===== config.mk =====
export PLATFORM = sky130hd
export DESIGN_NAME = vote_tally
export DESIGN_NICKNAME = d
export VERILOG_FILES = /design/src/rtl/vote_tally.sv
export SDC_FILE = /design/constraint.sdc
export NUM_CORES = 1
export LEC_CHECK = 0
export BUFFER_PORTS_ARGS = -buffer_cell sky130_fd_sc_hd__buf_2
export CORE_MARGIN = 2
export CORE_UTILIZATION = 45
export DETAILED_ROUTE_END_ITERATION = 10
export HOLD_SLACK_MARGIN = 0.12
export PLACE_DENSITY_LB_ADDON = 0.3
export SLEW_MARGIN = 5
export SYNTH_ARGS = -nofsm -noshare
export SYNTH_HDL_FRONTEND = slang
export SYNTH_SLANG_ARGS = --single-unit

===== constraint.sdc =====
create_clock -name clock -period 1.6 [get_ports clock]
set_input_delay 0.16 -clock clock [delete_from_list [all_inputs] [get_ports clock]]
set_output_delay 0.16 -clock clock [all_outputs]
set_load 0.05 [all_outputs]

===== src/rtl/vote_tally.sv =====
// vote_tally: one-vote-per-arming ballot core with saturating per-candidate counters; VOTE_TALLY_TOTAL_EN adds a running total_votes output
module vote_tally #(
  parameter int NUM_CAND = 4,
  parameter int CNT_W    = 8
) (
  input  logic                                 clock,
  input  logic                                 reset,
  input  logic                                 mode,
  input  logic                                 booth_arm,
  input  logic [NUM_CAND-1:0]                  valid_vote,
  input  logic [$clog2(NUM_CAND)-1:0]          disp_sel,
  output logic                                 booth_ready,
  output logic                                 vote_ack,
  output logic                                 vote_err,
`ifdef VOTE_TALLY_TOTAL_EN
  output logic [CNT_W+$clog2(NUM_CAND)-1:0]    total_votes,
`endif
  output logic [CNT_W-1:0]                     disp_count
);
  localparam int SW = $clog2(NUM_CAND);
  localparam logic [SW:0] NC = (SW+1)'(NUM_CAND);
  typedef enum logic {IDLE, ARMED} state_t;
  state_t state, state_nx;
  logic [CNT_W-1:0] count [NUM_CAND];
  logic [NUM_CAND-1:0] sat;
  logic live, one_hot, accept, reject;
  for (genvar i = 0; i < NUM_CAND; i++) begin : g_sat
    assign sat[i] = &count[i];
  end
  assign booth_ready = state == ARMED;
  // vote classification and next state; saturated or multi-press votes keep the booth armed
  always_comb begin
    live     = state == ARMED && !mode;
    one_hot  = valid_vote != '0 && (valid_vote & (valid_vote - NUM_CAND'(1))) == '0;
    accept   = live && one_hot && !(|(valid_vote & sat));
    reject   = live && |valid_vote && !accept;
    state_nx = state == IDLE ? (booth_arm && !mode ? ARMED : IDLE) : (mode || accept ? IDLE : ARMED);
  end
  // state register
  always_ff @(posedge clock or posedge reset)
    if (reset) state <= IDLE;
    else state <= state_nx;
  // per-candidate counters, bumped only on an accepted vote
  always_ff @(posedge clock or posedge reset)
    if (reset) for (int i = 0; i < NUM_CAND; i++) count[i] <= '0;
    else for (int i = 0; i < NUM_CAND; i++) if (accept && valid_vote[i]) count[i] <= count[i] + CNT_W'(1);
  // registered status pulses and result-mode readout
  always_ff @(posedge clock or posedge reset)
    if (reset) begin
      vote_ack   <= 1'b0;
      vote_err   <= 1'b0;
      disp_count <= '0;
    end else begin
      vote_ack   <= accept;
      vote_err   <= reject;
      disp_count <= mode && {1'b0, disp_sel} < NC ? count[disp_sel] : '0;
    end
`ifdef VOTE_TALLY_TOTAL_EN
  // running total of accepted votes, wide enough to never wrap
  always_ff @(posedge clock or posedge reset)
    if (reset) total_votes <= '0;
    else if (accept) total_votes <= total_votes + (CNT_W+SW)'(1);
`endif
endmodule


Word level (Yosys, flattened, before mapping)
Index checks and enable logic that the tools add are counted.
Storage, ports and cells
  bits in registers: 43
  input bits: 10
  logic and storage cells: 47
Cells by class
  $add $sub $neg: 5
  magnitude comparators: 1
  muxes and demuxes: 7
  bitwise logic cells: 3
  reductions and logical operators: 23
Operators by type and width (number)
  8-bit by 1-bit adder with 8-bit output, second input constant: 4
  8-bit AND reduction: 4
  8-bit two-way mux: 3
  8-bit binary-select mux with 2-bit select: 1
  1-bit logical AND: 11
  4-bit bitwise AND: 2
  4-bit OR reduction: 2
  4-bit zero test: 1
  4-bit nonzero test: 1
  4-bit by 1-bit subtractor with 4-bit output, second input constant: 1
  3-bit >= comparator, second input constant: 1
  1-bit zero test: 3
  1-bit two-way mux: 3
  2-bit inverter with 3-bit output: 1
  1-bit logical OR: 1

Depth between registers and ports, before layout
Gate-level depths: netlist of the first run.
  word-level depth: 9
  gate-level depth with buffers: 7

Worst setup path before layout of the first run
OpenSTA, ideal clock, no wires.
  path kind: register to register
  from: register state (netlist: booth_ready)
  to: register count[9] (netlist bit)
  arrival: 1817 ps
  path slack: -342 ps
  stages on the path, launching flop included: 5
  buffers on the path: 0
  period minus slack after synthesis: 1942 ps
  path through: dfrtp_1 > nor2b_1 > o21ai_2 > nor4_4 > mux2_2
On the way
  word-level cells in the longest chain between the ends: 4
Ends and longest elaborated chain
  start, declared: RTL line 23  | state_t state, state_nx;
  start signal, assigned: RTL line 42  | else state <= state_nx;
  1-bit logical AND: RTL line 33  | live = state == ARMED && !mode;
  1-bit logical AND (2 in a row): RTL line 35  | accept = live && one_hot && !(|(valid_vote & sat));
  1-bit logical AND: RTL line 46  | else for (int i = 0; i < NUM_CAND; i++) if (accept && valid_vote[i]) count[i] <= count[i] + CNT_W'(1);
  end, declared: RTL line 24  | logic [CNT_W-1:0] count [NUM_CAND];
No other way between the ends.
A chain may end at the register's enable or synchronous reset.

Final worst setup path of the first run
  from: register count[19] (netlist bit)
  to: register count[17] (netlist bit)
On the way
  word-level cells in the longest chain between the ends: 6
Ends and longest elaborated chain
  8-bit AND reduction: RTL line 28  | assign sat[i] = &count[i];
  4-bit bitwise AND: RTL line 35
  4-bit OR reduction: RTL line 35
  1-bit zero test: RTL line 35
  1-bit logical AND: RTL line 35
  1-bit logical AND: RTL line 46
No other way between the ends.

==> results of run 1 <==
[placed cells by master, fill, tap and decap left out, types with 3 or more instances in the layout]
| cell | synthesis | routed |
|---|---|---|
| nor4_4 | 2 | 4 |
| nor2_1 | 7 | 7 |
| and3_1 | 3 | 3 |
| xnor2_1 | 15 | 13 |
| nand4_1 | 18 | 18 |
| mux4_2 | 8 | 8 |
| buf_6 | 2 | 6 |
| nand2_1 | 13 | 9 |
| and2_1 | 8 | 8 |
| nand2_4 | 0 | 4 |
| ha_2 | 0 | 4 |
| dfrtp_1 | 43 | 42 |
| nand3_1 | 5 | 4 |
| clkbuf_8 | 0 | 5 |
| buf_4 | 0 | 57 |
| nor3_2 | 1 | 3 |
| xor2_1 | 14 | 13 |
| nor3_4 | 0 | 6 |
| mux2_4 | 1 | 3 |
| buf_2 | 2 | 20 |
[power groups by stage]
stage / Combinational [mW] / Clock, mW / Sequential [mW]
6_report: 0.503 / 0.670 / 1.19
5_1_grt: 0.547 / 0.736 / 1.20
4_1_cts: 0.463 / 0.686 / 1.19
3_5_place_dp: 0.443 / 0 / 1.21
3_3_place_gp: 0.424 / 0 / 1.20
2_1_floorplan: 0.172 / 0 / 1.27
[cells by family after synthesis]
family,count (synthesis)
compound gates,7
xor+xnor,29
fa+ha+maj,4
buf+inv,7
flops,43
mux,11
simple gates,75
[per-stage QoR]
step / util / std cells / power (mW) / hold slack [ns] / TNS [ns]
2_1_floorplan: - / 176 / 1.44 / 0.230 / -1.57
3_3_place_gp: 0.584 / 297 / 1.63 / 0.309 / -1.23
3_5_place_dp: 0.584 / 297 / 1.65 / 0.332 / -2.35
4_1_cts: 0.625 / 312 / 2.34 / 0.139 / -1.47
5_1_grt: 0.663 / 319 / 2.48 / 0.156 / -4.42
6_report: 0.663 / 319 / 2.36 / 0.141 / -2.19
[metal layers]
| metal | vias up | share of wire | routed length [µm] | global-route usage |
|---|---|---|---|---|
| li1 | 815 | - | - | - |
| met1 | 910 | 0.39 | 2300 | 0.278 |
| met3 | 16 | 0.052 | 306 | 0.0562 |
| met2 | 62 | 0.53 | 3070 | 0.385 |
| met4 | 0 | 0.026 | 151 | 0.0808 |
| met5 | - | 0 | 0 | 0 |
[cells in the mapped netlist]
master / number / area [µm²]
nor4_1: 2 / 12.5
o32ai_4: 1 / 27.5
inv_1: 2 / 7.51
nor2b_1: 1 / 6.26
and3_1: 3 / 18.8
nor4b_2: 1 / 15.0
o41ai_1: 1 / 8.76
nand3b_1: 1 / 7.51
mux2_4: 1 / 15.0
xor2_1: 14 / 123
nand2_1: 13 / 48.8
o21a_1: 2 / 15.0
or4b_4: 1 / 13.8
clkbuf_1: 1 / 3.75
nand4b_1: 1 / 8.76
and4b_2: 1 / 11.3
xnor2_1: 15 / 131
buf_2: 2 / 10.0
nor2_1: 7 / 26.3
nand3_1: 5 / 25.0
o21ai_2: 1 / 8.76
nor3_2: 1 / 10.0
dfrtp_1: 43 / 1080
ha_1: 4 / 50.1
nand4_1: 18 / 113
nor3_1: 8 / 40.0
mux2_2: 2 / 22.5
buf_6: 2 / 22.5
or2_1: 1 / 6.26
and2_1: 8 / 50.1
nor4_4: 2 / 42.5
nor2_2: 1 / 6.26
o21ai_0: 2 / 10.0
mux4_2: 8 / 180
[cell type report]
cell class                      instances  area (µm²)
Clock buffer                            7        76.3
Timing Repair Buffer                   86         631
Multi-Input combinational cell        126        1250
Tap cell                               54        67.6
Clock inverter                          1        5.00
Inverter                                2        7.51
Fill cell                             341        1580
Sequential cell                        43        1080
[sequential cells by signal, indices dropped and copies added (netlist names)]
name         flops
count           32
disp_count       8
booth_ready      1
vote_ack         1
vote_err         1
[final timing paths]
| check | start | endpoint | slack, ns |
|---|---|---|---|
| max | count[19] | count[17] | -0.19 |
| min | mode | booth_ready | 0.14 |
| max reg2reg | count[19] | count[17] | -0.19 |
| min reg2reg | count[7] | count[7] | 0.57 |
| max in group asynchronous | reset | booth_ready | 0.67 |
| min in group asynchronous | reset | disp_count[4] | 0.55 |
[what timing repair did]
| action | in CTS | in global routing |
|---|---|---|
| buffers inserted | 5 | 7 |
| resized for setup | 11 | 25 |
| hold endpoints to repair | 44 | 0 |
| hold buffers | 2 | 0 |
| endpoints found under the setup margin | 28 | 34 |
| pin swaps | 20 | 19 |
==> metrics.cfg, run 1 <==
[pwr]
power.switching_uw=661
p_int_mw=1.70
swShare=0.280
pwr-share-clk=0.283
p_leak_nw=1.60
p_comb_frac=0.213
vdd.ir_drop.worst_v=0.000551
seqPwrFrac=0.504
powerDensity_nw_per_um2=760

[worst_setup_path]
crit_type=reg2reg
arrival_ns=1.98
crit_path_max_fanout=3
reg2reg_depth=6
cp-end-kind=flip-flop
worst-path-buf-inv=1
cp_num_cells=6
cpPeakStageDelay_ns=0.41
startpoint_type=flip-flop
crit_chain=nand4_1, o32ai_4, or2_4, buf_6, nor2_4, mux2_4
required_ns=1.78
crit_slowest_cell=o32ai_4
crit_family=simple AND/OR/NAND/NOR gates

[clocking]
worstSkewPairLatency_ns=0.29
cts_tree=done
htree_levels=2
cts_buffer_depth=2
clock_sinks=43
cts_root_buffer=clkbuf_8
clkTransAtPathRegs_ns=0.08
cts_buffers=5

[routing]
drt_first_pass_iters=4
post_drt_wl_per_cell_um=18.3
drt-vias-per-instance=5.65
drc=0
drt_iter0_markers=113
ant_nets=0
vias=1803
wirelength_mm=5.83

[yosys]
netlist_area_um2=2170
syn_inst=176
ys_ff_latch=43
ys_warn_count=0
synth-adder-area-share=0.0230
synthDistinctLibCells=34
ys_seq_area_frac=0.495
synth_nets=190
postSynthAreaPerCell_um2=12.3
synth_xor_area_frac=0.117
synth_top_family_by_area=simple AND/OR/NAND/NOR gates
synth_simple_gate_area_frac=0.212
synth_compound_area_frac=0.0322
synth.area.mux_share=0.100

[placed_design]
place_area_um2=2740
pre_cts_ws_ns=-0.163
port_buffers=20
dp_hpwl_mm=4.02
gp_congestion=0.839

[sta]
slew_viol_final=0
rsz0062_at_grt=yes
fin_crit_sh=1.12
worst_slew_pin_slew_ns=0.534
setup_viol=26
timing.final.crit_period_ns=1.79
hold_viol=0
fmax_mhz=557
slew_headroom=0.644
finClkSkew_ns=0.00527
setup_slack_ns=-0.194

[die]
io_pins=21
core_um2=4690
row_count=25
die_area_um2=5400
initial_core_util=0.463
die_h_um=73.5
die_w_um=73.5

[status]
status=finished with violations
violations=negative setup slack

[layout]
fin_area_um2=3110
nets=278
syn2layout_area_growth_pct=43.1
layout-drive-gt1-share=0.509
n_antenna_cell=0

[global_routing]
overflow=0
grt_pass1_vias=1896
antenna_found_initial=0
grt_max_degree=44
grt_pass1_wl_mm=9.09
gr-usage-all-layers=0.226

[hold_path]
hp-class=in2reg
holdPathStages=2

[flow_run]
timing.max_cap.violations=0

Power figures use the tool's default switching activity.
==> run 2, diff against run 1 <==
==> constraint.sdc (replaced) <==
create_clock -name clock -period 1.6 [get_ports clock]
set_input_delay 0.16 -clock clock [delete_from_list [all_inputs] [get_ports clock]]
set_output_delay 0.16 -clock clock [all_outputs]
set_load 0.005 [all_outputs]
==> run 2 against run 1 <==
- clock skew is 0.0012 ns lower
- clock-buffer cell count decreased by 1
- sequential share of layout area up 0.18 points
- sequential power about the same
- register-to-register slack about the same
- fmax decreased by 0.82%
- worst hold slack improved by 0.032 ns
- power rose by 4.7%
- via count is 2.8% lower
- the flow still finishes with violations (negative setup slack)
- sequential cell count is the same
- largest power group unchanged
==> metrics.cfg, run 2 (synthesized netlist as in run 1, its figures left out) <==
[pwr]
p_int_mw=1.86  ; +9.4%
powerDensity_nw_per_um2=801  ; +5.4%
p_leak_nw=1.54  ; -4.1%
power_mw=2.48  ; +4.7%
swShare=0.248  ; -0.0323
power.switching_uw=613  ; -7.3%
seqPwrFrac=0.480  ; -0.024
p_comb_frac=0.189  ; -0.024
pwr-share-clk=0.331  ; +0.048
vdd.ir_drop.worst_v=0.000510  ; -7.5%

[placed_design]
place_area_um2=2720  ; -0.55%
pre_cts_ws_ns=-0.269  ; -0.107 ns
dp_hpwl_mm=3.92  ; -2.5%
dpl.cell_count=297  ; unchanged
gp_congestion=0.910  ; +8.4%
port_buffers=20  ; unchanged

[routing]
drt-vias-per-instance=5.51  ; -2.5%
drc=0  ; unchanged
vias=1752  ; -2.8%
route.met2.wl_mm=2.86  ; -6.9%
wirelength_mm=5.42  ; -7.0%
ant_nets=0  ; unchanged
met3_length_um=210  ; -31%
met1_length_mm=2.24  ; -2.7%
drt_iter0_markers=106  ; -6.2%
drt_first_pass_iters=4  ; unchanged
post_drt_wl_per_cell_um=17.0  ; -6.7%
highest_layer=met4

[sta]
rsz0062_at_grt=yes
slew_viol_final=0  ; unchanged
hold_viol=0  ; unchanged
timing.final.crit_period_ns=1.81  ; +0.0148 ns
slew_headroom=0.637  ; -0.00698
setup_slack_ns=-0.209  ; -0.0148 ns
setup_viol=25  ; -3.8%
finClkSkew_ns=0.00412  ; -0.00116 ns
worst_slew_pin_slew_ns=0.545  ; +0.0105 ns
fin_crit_sh=1.13  ; +0.00922
fmax_mhz=553  ; -0.82%

[flow_run]
timing.max_cap.violations=0  ; unchanged

[clocking]
cts_root_buffer=clkbuf_8
cts_buffer_depth=2  ; unchanged
cts_tree=done
cts_buffers=5  ; unchanged
worstSkewPairLatency_ns=0.30  ; about the same
clock_sinks=43  ; unchanged
htree_levels=2  ; unchanged
clkTransAtPathRegs_ns=0.08  ; about the same

[die]
die_h_um=73.5  ; unchanged
die_w_um=73.5  ; unchanged
initial_core_util=0.463  ; unchanged
row_count=25  ; unchanged
die_area_um2=5400  ; unchanged
core_um2=4690  ; unchanged
io_pins=21  ; unchanged

[layout]
layout.cells.non_filler=318  ; -0.31%
utilization=0.659  ; -0.00427
final_common_cell=buf_4
fill_cells=341  ; unchanged
fin_area_um2=3090  ; -0.64%
largest_register=count
layout-drive-gt1-share=0.500  ; -0.00943
nets=278  ; unchanged
syn2layout_area_growth_pct=42.2
layout_common_cells=buf_4, dfrtp_1, buf_2, nand4_1, xnor2_1
top_regs=count (32), disp_count (8)
largest_reg_flops=32  ; unchanged
n_antenna_cell=0  ; unchanged

[worst_setup_path]
worst-path-buf-inv=1  ; unchanged
crit_chain=ha_2, nand4_1, o32ai_4, or2_4, buf_4, nor3_2, xor2_1
arrival_ns=2.01  ; +0.03 ns
worstReg2RegStart=count[8]
required_ns=1.81  ; +0.03 ns
crit_start=count[8]
crit_family=simple AND/OR/NAND/NOR gates
crit_slowest_cell=dfrtp_1
crit_path_max_fanout=8  ; +5
crit_type=reg2reg
cpPeakStageDelay_ns=0.39  ; -0.02 ns
startpoint_type=flip-flop
cp-end-kind=flip-flop
r2r_slack_ns=-0.21  ; about the same

[status]
violations=negative setup slack
status=finished with violations

[global_routing]
grt_pass1_vias=1796  ; -5.3%
grt_max_degree=44  ; unchanged
overflow=0  ; unchanged
antenna_found_initial=0  ; unchanged
gr-usage-all-layers=0.212  ; -0.0142
grt_pass1_wl_mm=8.50  ; -6.5%

[hold_path]
hp-class=in2reg
worstHoldStart=mode

run 2: layer usage:
metal,vias to the layer above,track usage
li1,815,-
met4,0,0.0707
met2,40,0.362
met5,-,0
met3,11,0.0521
met1,886,0.261
run 2: path summary, 6_finish.rpt:
| check | to | cells after the start |
|---|---|---|
| hold reg to reg | count[23] | 2 |
| hold / removal | vote_err | 4 |
| setup / recovery | count[20] | 7 |
| setup reg to reg | count[20] | 7 |
| max in group asynchronous | count[25] | 4 |
| min in group asynchronous | disp_count[0] | 4 |
run 2: worst min-delay path: stages:
cell and delay, ns:
buf_2 0.10, nor2b_2 0.07, o41ai_1 0.06, nor2_1 0.04
run 2: metrics by stage:
stage / TNS (ns) / hold WS, ns
2_1_floorplan: -1.61 / 0.233
6_report: -2.11 / 0.174
3_5_place_dp: -3.85 / 0.329
4_1_cts: -1.26 / 0.171
3_3_place_gp: -2.64 / 0.308
5_1_grt: -4.12 / 0.200
run 2: final cells by class:
| cell class | count | area [µm²] | share of cell area |
|---|---|---|---|
| inverter | 2 | 7.51 | 0.00243 |
| clock inverter | 1 | 30.0 | 0.00972 |
| multi-input combinational | 126 | 1210 | 0.390 |
| sequential | 43 | 1080 | 0.348 |
| timing repair buffer | 86 | 631 | 0.204 |
| tap | 54 | 67.6 | 0.0219 |
| clock buffer | 6 | 72.6 | 0.0235 |
run 2: repair_timing:
| item | 4_1_cts | 5_1_grt |
|---|---|---|
| endpoints found under the hold margin | 44 | 0 |
| hold buffers | 2 | 0 |
| pin swaps | 17 | 27 |
| setup buffers | 7 | 5 |
| resized for setup | 14 | 18 |
| endpoints found under the setup margin | 32 | 33 |
run 2: power by group through the flow:
stage | logic, mW | registers (mW) | clock network (mW)
after CTS | 0.429 | 1.19 | 0.835
after global placement | 0.377 | 1.20 | 0
after global routing | 0.505 | 1.20 | 0.884
after detailed placement | 0.395 | 1.21 | 0
after floorplan | 0.171 | 1.23 | 0
final | 0.469 | 1.19 | 0.818
==> run 3, diff against run 2 <==
- CORE_UTILIZATION: 45 -> 30
==> run 3 against run 2 <==
- the run still ends with negative setup slack left
- sequential power about the same
- worst setup slack gained 0.11 ns
- non-clock buffer count did not move
- clock-buffer cell count up 1
- worst hold slack gained 0.068 ns
- via count fell by 1.9%
- global-route usage fell by 6.5 points
- combinational power is 6.8% lower
- sequential share of layout area down 0.79 points
- wire length fell by 0.83%
- clock power down 18%
- final area up 2.3%
- critical path type unchanged
- largest cell class unchanged
- largest power group unchanged
==> metrics.cfg, run 3 (synthesized netlist as in run 1, its figures left out) <==
[status]
status=finished with violations
violations=negative setup slack

[layout]
top_regs=count (32), disp_count (8)
nets=278  ; unchanged
largest_reg_flops=32  ; unchanged
layout-drive-gt1-share=0.506  ; +0.00566
layout_common_cells=buf_4, dfrtp_1, buf_2, nand4_1, xnor2_1
regArea_um2=1080  ; unchanged
syn2layout_area_growth_pct=45.5
fill_cells=704  ; +110%
multi_input_area_um2=1240  ; +2.7%
final_common_cell=buf_4
largest_register=count
n_antenna_cell=0  ; unchanged

[routing]
ant_nets=0  ; unchanged
drt_first_pass_iters=4  ; unchanged
vias=1718  ; -1.9%
post_drt_wl_per_cell_um=14.8  ; -13%
drt_iter0_markers=79  ; -25%
wirelength_mm=5.38  ; -0.83%
drc=0  ; unchanged
drt-vias-per-instance=4.72  ; -14%

[global_routing]
grt_max_degree=20  ; -55%
grt_use_met2=0.237  ; -0.125
grt_pass1_vias=1732  ; -3.6%
grtUsageMet1=0.192  ; -0.0696
grt_pass1_wl_mm=8.69  ; +2.3%
top_usage_layer=met2
gr-usage-all-layers=0.147  ; -0.0647
grtUsageMet3=0.0351  ; -0.0170
overflow=0  ; unchanged
antenna_found_initial=0  ; unchanged

[die]
initial_core_util=0.305  ; -0.159
row_count=31  ; +24%
io_pins=21  ; unchanged
die_h_um=89.1  ; +21%
die_w_um=89.1  ; +21%
die_area_um2=7940  ; +47%
core_um2=7140  ; +52%

[worst_setup_path]
crit_type=reg2reg
crit_path_max_fanout=8  ; unchanged
worstReg2RegStart=count[8]
startpoint_type=flip-flop
cp-end-kind=flip-flop
crit_start=count[8]
required_ns=1.79  ; -0.02 ns
arrival_ns=1.90  ; -0.11 ns

[pwr]
powerDensity_nw_per_um2=724  ; -9.6%
power.switching_uw=600  ; -2.1%
p_int_mw=1.69  ; -9.2%
p_leak_nw=1.52  ; -0.80%
pwr-share-clk=0.292  ; -0.039
swShare=0.262  ; +0.0143
seqPwrFrac=0.517  ; +0.037
vdd.ir_drop.worst_v=0.000285  ; -44%
p_comb_frac=0.191  ; +0.002

[flow_run]
timing.max_cap.violations=0  ; unchanged

[sta]
hold_viol=0  ; unchanged
slew_headroom=0.565  ; -0.0715
worst_slew_pin_slew_ns=0.648  ; +0.103 ns
rsz0062_at_grt=yes
whs_ns=0.242  ; +0.0684 ns
finClkSkew_ns=0.00850  ; +0.00438 ns
setup_viol=18  ; -28%
setup_slack_ns=-0.103  ; +0.105 ns
slew_viol_final=0  ; unchanged
fin_crit_sh=1.06  ; -0.0658
timing.final.crit_period_ns=1.70  ; -0.105 ns
fin_setup_tns_ns=-0.852  ; +1.26 ns
fmax_mhz=587  ; +6.2%

[clocking]
cts_root_buffer=clkbuf_8
worstSkewPairLatency_ns=0.30  ; about the same
htree_levels=2  ; unchanged
cts_tree=done
cts_buffers=5  ; unchanged
clock_sinks=43  ; unchanged
cts_buffer_depth=2  ; unchanged
clkTransAtPathRegs_ns=0.08  ; about the same

[placed_design]
gp_congestion=0.825  ; -9.4%
port_buffers=20  ; unchanged
dp_hpwl_mm=4.01  ; +2.5%

[hold_path]
worstHoldStart=mode
hp-class=in2reg

run 3: final cells by class:
| cell class | count | area share |
|---|---|---|
| Inverter | 2 | 0.00237 |
| Sequential cell | 43 | 0.340 |
| Multi-Input combinational cell | 126 | 0.392 |
| Timing Repair Buffer | 86 | 0.201 |
| Clock inverter | 1 | 0.00158 |
| Clock buffer | 7 | 0.0241 |
| Tap cell | 99 | 0.0392 |
run 3: timing repair:
action                                 4_1_cts  5_1_grt
endpoints found under the hold margin       18        0
buffers inserted                             2        4
cloned                                       0        0
setup endpoints to repair                   28       32
hold buffers                                 2        0
resized for setup                           17       23
pin swaps                                   19       30
run 3: power groups by stage:
stage                     logic [mW]  clock network [mW]  registers, mW
after floorplan                0.171                   0           1.23
after global placement         0.403                   0           1.20
after detailed placement       0.410                   0           1.21
after CTS                      0.419               0.691           1.18
after global routing           0.485               0.737           1.19
final                          0.437               0.668           1.18
run 3: final timing paths:
kind,to,slack (ns),depth (start not counted)
worst min-delay path,booth_ready,0.24,3
worst max register to register,count[25],-0.10,6
min in group asynchronous,count[29],0.41,3
max in group asynchronous,count[14],0.59,4
worst max-delay path,count[25],-0.10,6
worst min register to register,count[15],0.52,1
run 3: per-stage QoR:
step / setup WS, ns / utilization / power (mW) / instance area [µm²] / cells
finish: -0.103 / 0.443 / 2.29 / 3160 / 364
global route: -0.165 / 0.443 / 2.41 / 3160 / 364
CTS: -0.113 / 0.424 / 2.29 / 3030 / 360
detailed placement: -0.172 / 0.397 / 1.62 / 2830 / 349
global placement: -0.173 / 0.397 / 1.61 / 2830 / 349
floorplan: -0.123 / - / 1.40 / 2200 / 176
run 3: routing by layer:
| metal | share of wire | wire [µm] |
|---|---|---|
| met1 | 0.46 | 2450 |
| met2 | 0.48 | 2570 |
| met3 | 0.037 | 197 |
| met4 | 0.030 | 163 |
| met5 | 0 | 0 |
run 3: critical path: stages (launching register included):
cell and delay (ns):
dfrtp_1 0.39, ha_2 0.19, nand4_1 0.11, o32ai_4 0.12
nor4_4 0.32, buf_6 0.18, mux2_4 0.29
